<file path="config.mk">
export PLATFORM = sky130hd
export DESIGN_NAME = muldiv_sequencer
export DESIGN_NICKNAME = d
export VERILOG_FILES = /design/src/rtl/muldiv_sequencer.sv
export SDC_FILE = /design/constraint.sdc
export NUM_CORES = 1
export LEC_CHECK = 0
export ABC_AREA = 0
export CAP_MARGIN = 0
export CORE_MARGIN = 2
export CORE_UTILIZATION = 61
export CTS_BUF_LIST = sky130_fd_sc_hd__clkbuf_8
export DETAILED_ROUTE_END_ITERATION = 16
export DONT_BUFFER_PORTS = 1
export PLACE_DENSITY = 0.84
export SYNTH_ARGS = -nofsm -noshare
export SYNTH_HDL_FRONTEND = slang
export SYNTH_SLANG_ARGS = --single-unit
</file>
<file path="constraint.sdc">
create_clock -name clk -period 3.4 [get_ports clk]
set_input_delay 0.34 -clock clk [delete_from_list [all_inputs] [get_ports clk]]
set_output_delay 0.34 -clock clk [all_outputs]
set_load 0.02 [all_outputs]
</file>
<file path="src/rtl/muldiv_sequencer.sv">
// Iterative multiply/divide unit owning the HI/LO register pair.
// One shift-add (MULT/MULTU) or restoring shift-subtract (DIV/DIVU) step per
// cycle; signs are stripped in PREP and re-applied in FIX.
module muldiv_sequencer #(
    parameter int WIDTH = 32,
    parameter int CNT_W = 6
) (
    input  logic             clk,
    input  logic             rst_n,
    input  logic             start,
    input  logic [5:0]       funct,
    input  logic [WIDTH-1:0] op_a,
    input  logic [WIDTH-1:0] op_b,
    input  logic             mt_hi,
    input  logic             mt_lo,
    input  logic [WIDTH-1:0] mt_data,
    input  logic             hilo_read,
    output logic [WIDTH-1:0] hi,
    output logic [WIDTH-1:0] lo,
    output logic             busy,
    output logic             done,
    output logic             stall_req
);

    localparam logic [5:0] F_MULT  = 6'h18;
    localparam logic [5:0] F_MULTU = 6'h19;
    localparam logic [5:0] F_DIV   = 6'h1A;
    localparam logic [5:0] F_DIVU  = 6'h1B;

    typedef enum logic [2:0] {S_IDLE, S_PREP, S_RUN, S_FIX, S_DONE} state_t;

    state_t               state_q, state_d;
    logic [CNT_W-1:0]     cnt_q, cnt_d;
    logic                 is_div_q, is_div_d;
    logic                 is_signed_q, is_signed_d;
    logic [WIDTH-1:0]     raw_a_q, raw_a_d;
    logic [WIDTH-1:0]     raw_b_q, raw_b_d;
    logic [WIDTH-1:0]     mcand_q, mcand_d;
    logic [WIDTH-1:0]     divisor_q, divisor_d;
    logic [WIDTH-1:0]     work_hi_q, work_hi_d;
    logic [WIDTH-1:0]     work_lo_q, work_lo_d;
    logic                 neg_res_q, neg_res_d;
    logic                 neg_rem_q, neg_rem_d;
    logic [WIDTH-1:0]     hi_q, hi_d;
    logic [WIDTH-1:0]     lo_q, lo_d;

    logic                 accept;
    logic [WIDTH:0]       rs;
    logic [WIDTH:0]       diff;
    logic [WIDTH:0]       sum;
    logic [2*WIDTH-1:0]   prod;

    // Two's-complement magnitude; the most negative value maps to itself,
    // which reads correctly as an unsigned magnitude.
    function automatic logic [WIDTH-1:0] abs_val(input logic [WIDTH-1:0] v,
                                                 input logic sgn_op);
        return (sgn_op && v[WIDTH-1]) ? (~v + WIDTH'(1)) : v;
    endfunction

    function automatic logic [WIDTH-1:0] neg_w(input logic [WIDTH-1:0] v);
        return ~v + WIDTH'(1);
    endfunction

    function automatic logic valid_funct(input logic [5:0] f);
        return (f == F_MULT) || (f == F_MULTU) || (f == F_DIV) || (f == F_DIVU);
    endfunction

    assign busy      = (state_q == S_PREP) || (state_q == S_RUN) || (state_q == S_FIX);
    assign done      = (state_q == S_DONE);
    assign stall_req = busy & (start | hilo_read | mt_hi | mt_lo);
    assign hi        = hi_q;
    assign lo        = lo_q;
    assign accept    = start && valid_funct(funct) &&
                       ((state_q == S_IDLE) || (state_q == S_DONE));

    // Next-state, datapath step and HI/LO update logic
    always_comb begin
        state_d     = state_q;
        cnt_d       = cnt_q;
        is_div_d    = is_div_q;
        is_signed_d = is_signed_q;
        raw_a_d     = raw_a_q;
        raw_b_d     = raw_b_q;
        mcand_d     = mcand_q;
        divisor_d   = divisor_q;
        work_hi_d   = work_hi_q;
        work_lo_d   = work_lo_q;
        neg_res_d   = neg_res_q;
        neg_rem_d   = neg_rem_q;
        hi_d        = hi_q;
        lo_d        = lo_q;
        rs          = '0;
        diff        = '0;
        sum         = '0;
        prod        = '0;

        case (state_q)
            S_IDLE, S_DONE: begin
                // MT writes land even when a start is accepted the same cycle;
                // the operation's result overwrites them later.
                if (mt_hi) hi_d = mt_data;
                if (mt_lo) lo_d = mt_data;
                if (accept) begin
                    state_d     = S_PREP;
                    is_div_d    = funct[1];
                    is_signed_d = ~funct[0];
                    raw_a_d     = op_a;
                    raw_b_d     = op_b;
                end else if (state_q == S_DONE) begin
                    state_d = S_IDLE;
                end
            end
            S_PREP: begin
                mcand_d   = abs_val(raw_a_q, is_signed_q);
                divisor_d = abs_val(raw_b_q, is_signed_q);
                work_hi_d = '0;
                work_lo_d = is_div_q ? abs_val(raw_a_q, is_signed_q)
                                     : abs_val(raw_b_q, is_signed_q);
                neg_res_d = is_signed_q & (raw_a_q[WIDTH-1] ^ raw_b_q[WIDTH-1]);
                neg_rem_d = is_signed_q & raw_a_q[WIDTH-1];
                cnt_d     = CNT_W'(WIDTH);
                state_d   = S_RUN;
            end
            S_RUN: begin
                if (is_div_q) begin
                    // Restoring division: shift in next dividend bit, subtract if it fits.
                    rs   = {work_hi_q, work_lo_q[WIDTH-1]};
                    diff = rs - {1'b0, divisor_q};
                    if (rs >= {1'b0, divisor_q}) begin
                        work_hi_d = diff[WIDTH-1:0];
                        work_lo_d = {work_lo_q[WIDTH-2:0], 1'b1};
                    end else begin
                        work_hi_d = rs[WIDTH-1:0];
                        work_lo_d = {work_lo_q[WIDTH-2:0], 1'b0};
                    end
                end else begin
                    // Shift-add: multiplier sits in the low half and drains out LSB first.
                    sum       = {1'b0, work_hi_q} +
                                (work_lo_q[0] ? {1'b0, mcand_q} : '0);
                    work_hi_d = sum[WIDTH:1];
                    work_lo_d = {sum[0], work_lo_q[WIDTH-1:1]};
                end
                cnt_d = cnt_q - CNT_W'(1);
                if (cnt_q == CNT_W'(1)) state_d = S_FIX;
            end
            S_FIX: begin
                if (is_div_q) begin
                    if (raw_b_q == '0) begin
                        lo_d = '1;
                        hi_d = raw_a_q;
                    end else begin
                        lo_d = neg_res_q ? neg_w(work_lo_q) : work_lo_q;
                        hi_d = neg_rem_q ? neg_w(work_hi_q) : work_hi_q;
                    end
                end else begin
                    prod = {work_hi_q, work_lo_q};
                    if (neg_res_q) prod = ~prod + (2*WIDTH)'(1);
                    hi_d = prod[2*WIDTH-1:WIDTH];
                    lo_d = prod[WIDTH-1:0];
                end
                state_d = S_DONE;
            end
            default: state_d = S_IDLE;
        endcase
    end

    // State, working registers and HI/LO; async reset aborts any operation
    always_ff @(posedge clk or negedge rst_n) begin
        if (!rst_n) begin
            state_q     <= S_IDLE;
            cnt_q       <= '0;
            is_div_q    <= 1'b0;
            is_signed_q <= 1'b0;
            raw_a_q     <= '0;
            raw_b_q     <= '0;
            mcand_q     <= '0;
            divisor_q   <= '0;
            work_hi_q   <= '0;
            work_lo_q   <= '0;
            neg_res_q   <= 1'b0;
            neg_rem_q   <= 1'b0;
            hi_q        <= '0;
            lo_q        <= '0;
        end else begin
            state_q     <= state_d;
            cnt_q       <= cnt_d;
            is_div_q    <= is_div_d;
            is_signed_q <= is_signed_d;
            raw_a_q     <= raw_a_d;
            raw_b_q     <= raw_b_d;
            mcand_q     <= mcand_d;
            divisor_q   <= divisor_d;
            work_hi_q   <= work_hi_d;
            work_lo_q   <= work_lo_d;
            neg_res_q   <= neg_res_d;
            neg_rem_q   <= neg_rem_d;
            hi_q        <= hi_d;
            lo_q        <= lo_d;
        end
    end

endmodule
</file>
# Yosys cells after proc, flatten, opt, wreduce, memory -nomap -nowiden
# Cells that the tools add are included.
# word_totals
regBits,269
in_bits,108
elab_cells,94
# op_classes
n_lt_le_gt_ge,1
reduce_logical,19
n_mux,26
n_bitwise,13
addsub,8
eq_ne,13
# op_table
operator,count
$mux W32,15
$pmux W32 S2,4
$add A32 B1 Y32 const B,4
$not A32 Y32,4
$add A64 B1 Y64 const B,1
$mux W64,1
$not A64 Y64,1
$add A32 B32 Y33,1
$ge A33 B32 Y1,1
$logic_not A32 Y1,1
$sub A32 B32 Y32,1
$eq A6 B5 Y1 const B,4
$pmux W3 S4,1
$pmux W6 S2,1
$mux W3,3
$reduce_and A2 Y1,4
$eq A3 B2 Y1 const B,2
$eq A6 B1 Y1 const B,1
$logic_or A1 B1 Y1,6
$sub A6 B1 Y6 const B,1
$logic_and A1 B1 Y1,4
$ne A2 B2 Y1 const B,2
$reduce_bool A2 Y1,2
$and A1 B1 Y1,3
10 further kinds,12

# Longest topological paths before layout
# Gate-level depths: netlist of the first run.
# logic_depth
word_depth,8
depth_mapped,15
depth_no_buf,13

# Least setup slack after synthesis of the first run
# No wires, ideal clock.
# synth_path
path_kind,reg-to-reg
start,register work_lo_q[0]
end,register work_hi_q[27]
setup_time_ns,0.126
required_time_ns,3.274
period_less_slack_ns,3.200
slack_ns,0.200
t_arrival_ns,3.074
stages_incl_launch_ff,14
path_cell_list,dfrtp_1 clkbuf_1 clkbuf_1 and2_1 ha_1 a21o_1 a221o_1 o21a_1 nor2_1 a21oi_1 a211oi_1 o21ai_0 xnor2_1 a221o_1
# synth_via
elab_chain_len,4
# synth_lines
element,line,text
from (decl),41,"logic [WIDTH-1:0] work_lo_q, work_lo_d;"
from (signal assigned),194,work_lo_q <= work_lo_d;
$mux W32,139,"(work_lo_q[0] ? {1'b0, mcand_q} : '0);"
$add A32 B32 Y33,138,"sum = {1'b0, work_hi_q} +"
$mux W32,125,if (is_div_q) begin
$pmux W32 S2,97,case (state_q)
to (signal assigned),193,work_hi_q <= work_hi_d;
to (decl),40,"logic [WIDTH-1:0] work_hi_q, work_hi_d;"
# No other way between the ends.
# A chain may end at the register's enable or synchronous reset.

# Worst setup path after layout of the first run
# layout_path
start,register work_lo_q[31]
end,register work_hi_q[30]
# layout_via
elab_chain_len,4
# layout_lines
element,line,text
$sub A32 B32 Y32 or $ge A33 B32 Y1 (tied branches),"128, 129",
$mux W32 (*),129,"if (rs >= {1'b0, divisor_q}) begin"
$mux W32 (*),125,
$pmux W32 S2 (*),97,
# Every way passes the cells marked *; elsewhere a longest branch is shown, timed or not.

==> results of run 1 <==
-- state kept, by name (all words and copies together), names as in the netlist --
name	cells
raw_b_q	32
is_div_q	1
is_signed_q	1
work_lo_q	32
cnt_q	6
lo	32
state_q	3
neg_rem_q	1
divisor_q	32
hi	32
mcand_q	32
neg_res_q	1
work_hi_q	32
raw_a_q	32
-- cells by family after synthesis --
| logic type | Yosys count | share of synthesized area, % |
|---|---|---|
| AO/OA/AOI/OAI | 720 | 23.1 |
| multiplexers | 129 | 7.17 |
| AND/OR/NAND/NOR | 681 | 17.0 |
| XOR/XNOR | 183 | 8.34 |
| buffers and inverters | 224 | 4.62 |
| flip-flops | 269 | 35.0 |
| adder cells (fa/ha/maj) | 72 | 4.77 |
-- per-stage QoR --
stage | hold slack (ns) | worst slack [ns] | utilization (%) | total power [uW]
2_1_floorplan | 0.0444 | 0.200 | - | 11300
3_3_place_gp | 0.0513 | 0.168 | 65.1 | 14100
3_5_place_dp | 0.0514 | 0.101 | 65.1 | 14300
4_1_cts | -0.581 | 0.0731 | 71.8 | 17900
5_1_grt | -0.589 | 0.0168 | 71.9 | 19200
6_report | -0.557 | 0.133 | 71.9 | 18400
-- where the power goes --
group	switching (uW)	internal [uW]	total (uW)
Combinational	5880	3640	9520
Clock	1530	1930	3460
Sequential	1420	3970	5390
Total	8830	9540	18400
-- cells in the mapped netlist (11+ instances only) --
library cell and count:
sky130_fd_sc_hd__o22ai_1 44, sky130_fd_sc_hd__nor4_1 12, sky130_fd_sc_hd__o21ai_0 267, sky130_fd_sc_hd__xnor2_1 110
sky130_fd_sc_hd__xor2_1 73, sky130_fd_sc_hd__a21oi_1 154, sky130_fd_sc_hd__o211ai_1 28, sky130_fd_sc_hd__dfrtp_1 269
sky130_fd_sc_hd__a211oi_1 17, sky130_fd_sc_hd__clkbuf_1 117, sky130_fd_sc_hd__nand3_1 35, sky130_fd_sc_hd__o21ai_1 13
sky130_fd_sc_hd__nand4_1 17, sky130_fd_sc_hd__or3_1 15, sky130_fd_sc_hd__o31ai_1 26, sky130_fd_sc_hd__o21a_1 11
sky130_fd_sc_hd__buf_2 17, sky130_fd_sc_hd__a221o_1 12, sky130_fd_sc_hd__mux2_2 69, sky130_fd_sc_hd__nand2_1 305
sky130_fd_sc_hd__inv_1 63, sky130_fd_sc_hd__and2_1 44, sky130_fd_sc_hd__ha_1 70, sky130_fd_sc_hd__nor2_1 131
sky130_fd_sc_hd__or4_1 17, sky130_fd_sc_hd__nor3_1 30, sky130_fd_sc_hd__buf_1 21, sky130_fd_sc_hd__and3_1 12
sky130_fd_sc_hd__a21o_1 32, sky130_fd_sc_hd__mux2i_1 60, sky130_fd_sc_hd__a31oi_1 14, sky130_fd_sc_hd__o221ai_1 27
-- what timing repair did --
action / 4_1_cts / 5_1_grt
endpoints found under the setup margin: 0 / 58
gates resized for setup: 0 / 16
hold endpoints to repair: 393 / 269
-- how the worst min path moves through the flow --
stage / slack, ns / from / depth (start not counted) / endpoint
CTS: -0.58 / rst_n / 0 / work_hi_q[22]
floorplan: 0.04 / rst_n / 0 / cnt_q[0]
global placement: 0.05 / rst_n / 0 / work_lo_q[6]
global route: -0.59 / rst_n / 0 / hi[12]
detailed placement: 0.05 / rst_n / 0 / work_lo_q[7]
finish: -0.56 / rst_n / 0 / work_lo_q[7]
-- layer usage --
layer  track usage (%)  part of all wire (%)
met5                 0                 0.025
met4              23.7                   7.2
met3              7.46                    11
met2              64.1                    45
met1              54.2                    38
-- layout make-up --
cell class              count  share of cell area [%]
inverters                  65                    1.10
well taps                 396                    2.23
clock inverters            29                    1.22
clock buffers              58                    3.60
multi-input cells        1785                    52.7
flip-flops and latches    269                    30.4
repair buffers            213                    8.77
==> results.md, run 1 <==
Run status:
- The flow ran to the end, but the final reports show violations.
- The final reports fail on negative hold slack.

Floorplan:
- The die is ~180 um wide.
- The die covers around 33000 sq um.
- After floorplanning, the core was divided into 64 placement rows.
- The placeable core region is 30800 sq um.
- The number of top-level design ports is 175.
- Once the floorplan was initialized, standard cells occupied a little over 60% of the core.
- The die is 182 um tall.

STA:
- The post-route fraction of the period consumed by the critical path is 96.1%.
- The final number of setup-violating endpoints is 0.
- The worst slew slack as a fraction of its limit is 27.6%.
- Setup total negative slack on the finished layout was measured at 0 ns.
- The final count of pins violating max slew is 0.
- The maximum achievable frequency is around 310 MHz.
- The slew of the pin with the lowest slew margin is between 1 and 1.5 ns.
- The number of failing hold endpoints at the final stage was 269.
- Hold timing on the final database bottoms out at a slack of -0.557 ns.
- Setup repair after global routing left no endpoint under its margin.
- The worst path needs 3.27 ns of the cycle, external delays included.
- Between clock sinks in the finished design, the worst skew comes to around 0.033 ns.

Synth:
- Summing the sequential cell areas from Yosys gives 35.0% of the chip area.
- The count of cell types in the netlist is between 80 and 90.
- The number of enable flip-flop cells after synthesis is 0.
- The async set or reset register ratio after synthesis is between 90% and 100%.
- The netlist area before placement is ~19000 sq um.
- The Yosys warning count is 0.
- Synthesis handed over a netlist of between 2k and 2.5k instances.
- By area the synthesized netlist is led by sky130_fd_sc_hd__dfrtp_1, sky130_fd_sc_hd__o21ai_0, sky130_fd_sc_hd__nand2_1.
- The share of Yosys cell area claimed by the top area cell type is about a third.
- Each instance of the synthesized netlist takes up on average about 8.4 sq um.
- The count of state elements after synthesis is approximately 270.
- Synthesis produced a netlist with a net count of 2458.
- The predominant post-synthesis flop cell is sky130_fd_sc_hd__dfrtp_1.
- The largest total area in the synthesized netlist belongs to sky130_fd_sc_hd__dfrtp_1.

Worst setup path:
- Counting buffers and inverters, the worst setup path is 13 cells deep.
- The number of buffers and inverters on the critical path is 2.
- The worst reg-to-reg path cell count is 13.
- The required arrival time at the worst endpoint is 3.88 ns.
- The nature of the critical path endpoint is a register.
- The cell family contributing the most delay on the critical path is compound AO/OA/AOI/OAI gates.
- The endpoint of the worst setup timing path is work_hi_q[30].
- Walking the worst path, the cells encountered are inv_1 > ha_1 > inv_1 > fa_1 > a211oi_2 > o21ai_1 > a211oi_1 > nor2_1 > a21oi_1 > nor3_1 > or4_1 > a211oi_1 > o21ai_1.
- The critical path starts at work_lo_q[31].
- The startpoint of the worst-slack reg-to-reg timing path is work_lo_q[31].
- The data arrival time of the critical path is ~3.8 ns.
- STA classifies the critical path startpoint as a register.
- The critical path is of the register to register type.
- The cell at the slowest stage of the critical path is sky130_fd_sc_hd__or4_1.
- For this run, the slowest stage of the critical path takes ~0.47 ns.
- The largest fanout of any net on the critical path is 3.
- The flop-to-flop setup slack is roughly 0.13 ns.
- The capture point of the worst reg-to-reg path is work_hi_q[30].

Cells and area:
- The fraction of layout instances using a drive strength above 1 is a little over an eighth.
- The area growth from synthesis to final layout is 15.4%.
- Fill cells in the final layout number 2263.
- The area used by sequential logic in the layout is between 6000 and 7000 sq um.
- The summed area of non-filler cells in the final layout is about 22000 sq um.
- The finished layout holds between 2k and 3k standard cells, fillers aside.
- The repair_antennas step left the layout with diodes totalling 0.
- Summing all multi-input logic gate instances after layout gives about 12000 sq um.
- The top cell types in the final layout, fill and taps aside, are sky130_fd_sc_hd__nand2_1, sky130_fd_sc_hd__dfrtp_1, sky130_fd_sc_hd__o21ai_0, sky130_fd_sc_hd__a21oi_1, sky130_fd_sc_hd__nor2_1.
- In the final design database the tool counted roughly 2.6k nets.
- The commonest non-fill, non-tap cell in the layout is sky130_fd_sc_hd__nand2_1.

Pwr:
- The total leakage power is about 0.01 uW.
- The power density over the cells is approximately 830 nW/um^2.
- The maximum resistive drop on vdd is roughly 0.74 mV.

Clocking:
- The clock insertion delay at the later pin of the skew report is a little over 0.6 ns.
- The number of clock buffers added by TritonCTS is 47.
- The clock sink total is between 200 and 300.
- Buffers inserted to repair hold after CTS numbered 98.
- The clock transition at the registers of the reported paths is roughly 0.070 ns.
- The clock tree synthesis step divided the H-tree into 2 levels.
- No sink is reached through more buffers than the 3 on the longest clock path.
- Once the clock tree was built, the setup fixing pass inserted 0 buffers.
- The cell sitting at the root of the clock tree is a sky130_fd_sc_hd__clkbuf_8.
- TritonCTS built the clock tree.

Run:
- The max-capacitance violation count is 0.

Placement:
- The detailed placer's ending HPWL is about 49000 um.
- The instance area after placement is ~20000 sq um.
- Routability-driven placement finished with a final weighted congestion of roughly 1.0.
- Once placement completed, the tool counted placed cells totaling about 2.6k.
- In this run the tool buffered the top-level ports with 0 buffer cells.

Detailed routing:
- After detailed routing, the number of vias per cell comes to 6.87.
- The iteration-0 DRC count of the detailed router is 2671.
- The via total after detailed routing is between 15k and 20k.
- After detailed routing, the total wire length is between 60000 and 70000 um.
- The first TritonRoute pass finished after 6 iterations.
- The average wire per cell in the routed design is around 25 um.
- The DRC violation count after routing is 0.
- The antenna violation net count after detailed routing is 0.

Global routing:
- The total overflow left after global routing is 0.
- The first global-routing pass estimated between 100000 and 150000 um of wire.
- The number of antenna violations at the first check in global routing is 1.
- In the global route stage, overall resource usage came out at 41.2%.
- The via count of the first global-routing pass is ~18k.
- Entering global routing, the biggest net connects 270 pins.

Worst hold path:
- The type of the worst min-delay path is input pin to asynchronous set/reset pin.
No activity file was read; power rests on OpenSTA's default activity.
==> run 2: changes to the inputs <==
--- a/config.mk
+++ b/config.mk
@@ -7,7 +7,7 @@
 export LEC_CHECK = 0
 export ABC_AREA = 0
 export CAP_MARGIN = 0
-export CORE_MARGIN = 2
+export CORE_MARGIN = 8
 export CORE_UTILIZATION = 61
 export CTS_BUF_LIST = sky130_fd_sc_hd__clkbuf_8
 export DETAILED_ROUTE_END_ITERATION = 16
==> run 2 against run 1 <==
The run still ends with negative hold slack left; maximum frequency shrank 1.5%; routed wire length grew 3.8%; clock skew grew 0.0073 ns; critical path type unchanged; critical path depth shrank 5; count of clock-buffer cells in the layout grew 8.
==> results.md, run 2 (synthesis results as in run 1) <==
Run status:
- The run finished, with violations left.
- The final reports fail on negative hold slack.

Cells and area:
- In the layout the commonest cells are sky130_fd_sc_hd__nand2_1, sky130_fd_sc_hd__dfrtp_1, sky130_fd_sc_hd__o21ai_0, sky130_fd_sc_hd__a21oi_1, sky130_fd_sc_hd__nor2_1.
- The summed area of non-filler cells in the final layout is 22200 sq um (about the same).
- The final layout net count is 2559 (-0.078%).
- The fraction of layout instances using a drive strength above 1 is 13.6% (+0.31 points).
- The fraction of the core area covered by cells at the end of the flow is 70.9% (-1.0 points).
- The area growth from synthesis to final layout was 15.5% (about the same).
- The library cell used most frequently in the layout, excluding fill and tap cells, is sky130_fd_sc_hd__nand2_1.

Detailed routing:
- The iteration-0 DRC count of the detailed router is 2402 (-10%).
- The DRC violation count after routing is 0 (unchanged).
- The antenna violation net count after detailed routing is 0 (unchanged).
- The first-pass detailed-route iteration total is 8 (+2).
- The total routed wirelength came to 72000 um (+3.8%).
- The average wire per cell in the routed design was 25.5 um (+3.6%).
- The via-per-instance ratio is 6.86 (-0.16%).
- The via total after detailed routing was 19.3k (+0.021%).

Placement:
- The detailed placer's ending HPWL is 49900 um (+2.7%).
- The global placer's final weighted congestion was 1.01 (-0.13%).
- The number of buffer cells added on primary ports is 0 (unchanged).
- The instance area after placement came to 20000 sq um (-0.21%).

STA:
- The post-route fraction of the period consumed by the critical path is 97.5% (+1.4 points).
- The final count of pins violating max slew was 0 (unchanged).
- The slew of the pin with the lowest slew margin is 1.14 ns (+0.0494 ns).
- The hold slack is -0.601 ns (-0.0438 ns).
- The worst setup skew after layout is 0.0402 ns (+0.00731 ns).
- The maximum achievable frequency is 302 MHz (-1.5%).
- The final number of setup-violating endpoints is 0 (unchanged).
- The time the final worst path needs with I/O delays and setup is 3.32 ns (+0.0492 ns).
- The number of failing hold endpoints at the final stage was 269 (unchanged).
- The worst slew slack as a fraction of its limit is 24.3% (-3.3 points).

Clocking:
- The number of buffers added by the clock tree synthesis step was 48 (+2.1%).
- The clock sink total is 269 (unchanged).
- The number of hold-repair buffers added at the cts stage is 98 (unchanged).
- The clock transition at the registers of the reported paths is 0.06 ns (about the same).
- The level count of the clock H-tree came to 2 (unchanged).
- The number of buffers on the longest clock path is 3 (unchanged).
- The clock insertion delay at the later pin of the skew report is 0.65 ns (+0.03 ns).
- TritonCTS built the clock tree.
- The root cell of the clock tree is sky130_fd_sc_hd__clkbuf_8.

Global routing:
- The number of antenna violations at the first check in global routing came to 3 (+2).
- The global router's overall resource usage is 37.1% (-4.1 points).
- The via count of the first global-routing pass is 18.8k (+3.4%).
- The first-pass GRT wire length is 109000 um (+4.2%).
- The largest net degree at the start of global routing is 270 (unchanged).
- The total grt overflow is 0 (unchanged).

Worst setup path:
- STA classifies the critical path endpoint as a register.
- The largest fanout of any net on the critical path is 10 (+7).
- The category of the critical setup timing path is register to register.
- The required arrival time at the worst endpoint is 3.90 ns (+0.02 ns).
- The worst setup path is launched from a register.
- The data arrival time of the critical path is 3.82 ns (+0.07 ns).

Floorplan:
- The number of top-level design ports is 175 (unchanged).
- The overall die width is 194 um (+6.6%).
- The placeable core region is 31300 sq um (+1.6%).
- The vertical extent of the die came to 194 um (+6.6%).
- The initial cell density of the core is 61.4% (-0.96 points).
- The area of the die is 37400 sq um (+14%).
- The site row count is 65 (+1.6%).

Worst hold path:
- The tightest min-delay check is of the input pin to asynchronous set/reset pin type.

Pwr:
- The maximum resistive drop on vdd was 0.922 mV (+24%).
- The power density over the cells is 830 nW/um^2 (+0.16%).
- The total leakage power was 0.00982 uW (about the same).

Run:
- The max-capacitance violation count is 0 (unchanged).
## run 2: final timing paths
path                                from            to  slack, ns  depth (start not counted)
min reg2reg                  mcand_q[15]   mcand_q[15]       0.47                          2
min in group clk             mt_data[28]        hi[28]       0.06                          3
max                        work_lo_q[23]        hi[20]       0.08                          8
min                                rst_n        hi[24]      -0.60                          0
max in group asynchronous          rst_n  work_lo_q[0]       3.52                          0
max reg2reg                work_lo_q[23]        hi[20]       0.08                          8
## run 2: report_power, final
group	internal (uW)	switching [uW]
Clock	1880	1520
Sequential	3970	1430
Combinational	3580	6050
Total	9420	9000
## run 2: metal layers
layer	global-route usage (%)	wire, um	share of wire [%]	vias to the layer above
li1	-	-	-	8383
met1	46.2	26600	37	9168
met5	0	0	0	-
met3	8.64	8000	11	372
met2	57.5	31900	44	1419
met4	23.9	5470	7.6	0
## run 2: worst max-delay path, stage by stage (launching register included)
cell	delay, ns
sky130_fd_sc_hd__dfrtp_1	0.46
sky130_fd_sc_hd__or4_1	0.67
sky130_fd_sc_hd__nor4_2	0.30
sky130_fd_sc_hd__nand3b_1	0.29
sky130_fd_sc_hd__or2_2	0.51
sky130_fd_sc_hd__o41ai_1	0.38
sky130_fd_sc_hd__o21ai_0	0.17
sky130_fd_sc_hd__o221ai_1	0.28
sky130_fd_sc_hd__a21oi_1	0.11
## run 2: area by class of cell
cell class | instances | area [sq um]
Multi-Input combinational cell | 1785 | 11700
Fill cell | 2347 | 9120
Sequential cell | 269 | 6740
Timing Repair Buffer | 210 | 1910
Clock buffer | 66 | 908
Tap cell | 402 | 503
Inverter | 65 | 244
Clock inverter | 21 | 150
Antenna cell | 2 | 5.00
## run 2: what timing repair did
item / CTS / global route
hold endpoints to repair: 398 / 269
setup endpoints to repair: 0 / 66
buffers inserted: 0 / 2
resized for setup: 0 / 29
## run 2: per-stage QoR
stage                     total power [uW]  cells  hold WS, ns  TNS (ns)  setup slack (ns)
after detailed placement             14300   2631       0.0517         0            0.0573
final                                18400   2820       -0.601         0            0.0842
after floorplan                      11300   2278       0.0444         0             0.200
after CTS                            17800   2816       -0.619         0            0.0195
after global placement               14100   2631       0.0512         0             0.107
after global routing                 19300   2820       -0.619   -0.0919           -0.0919
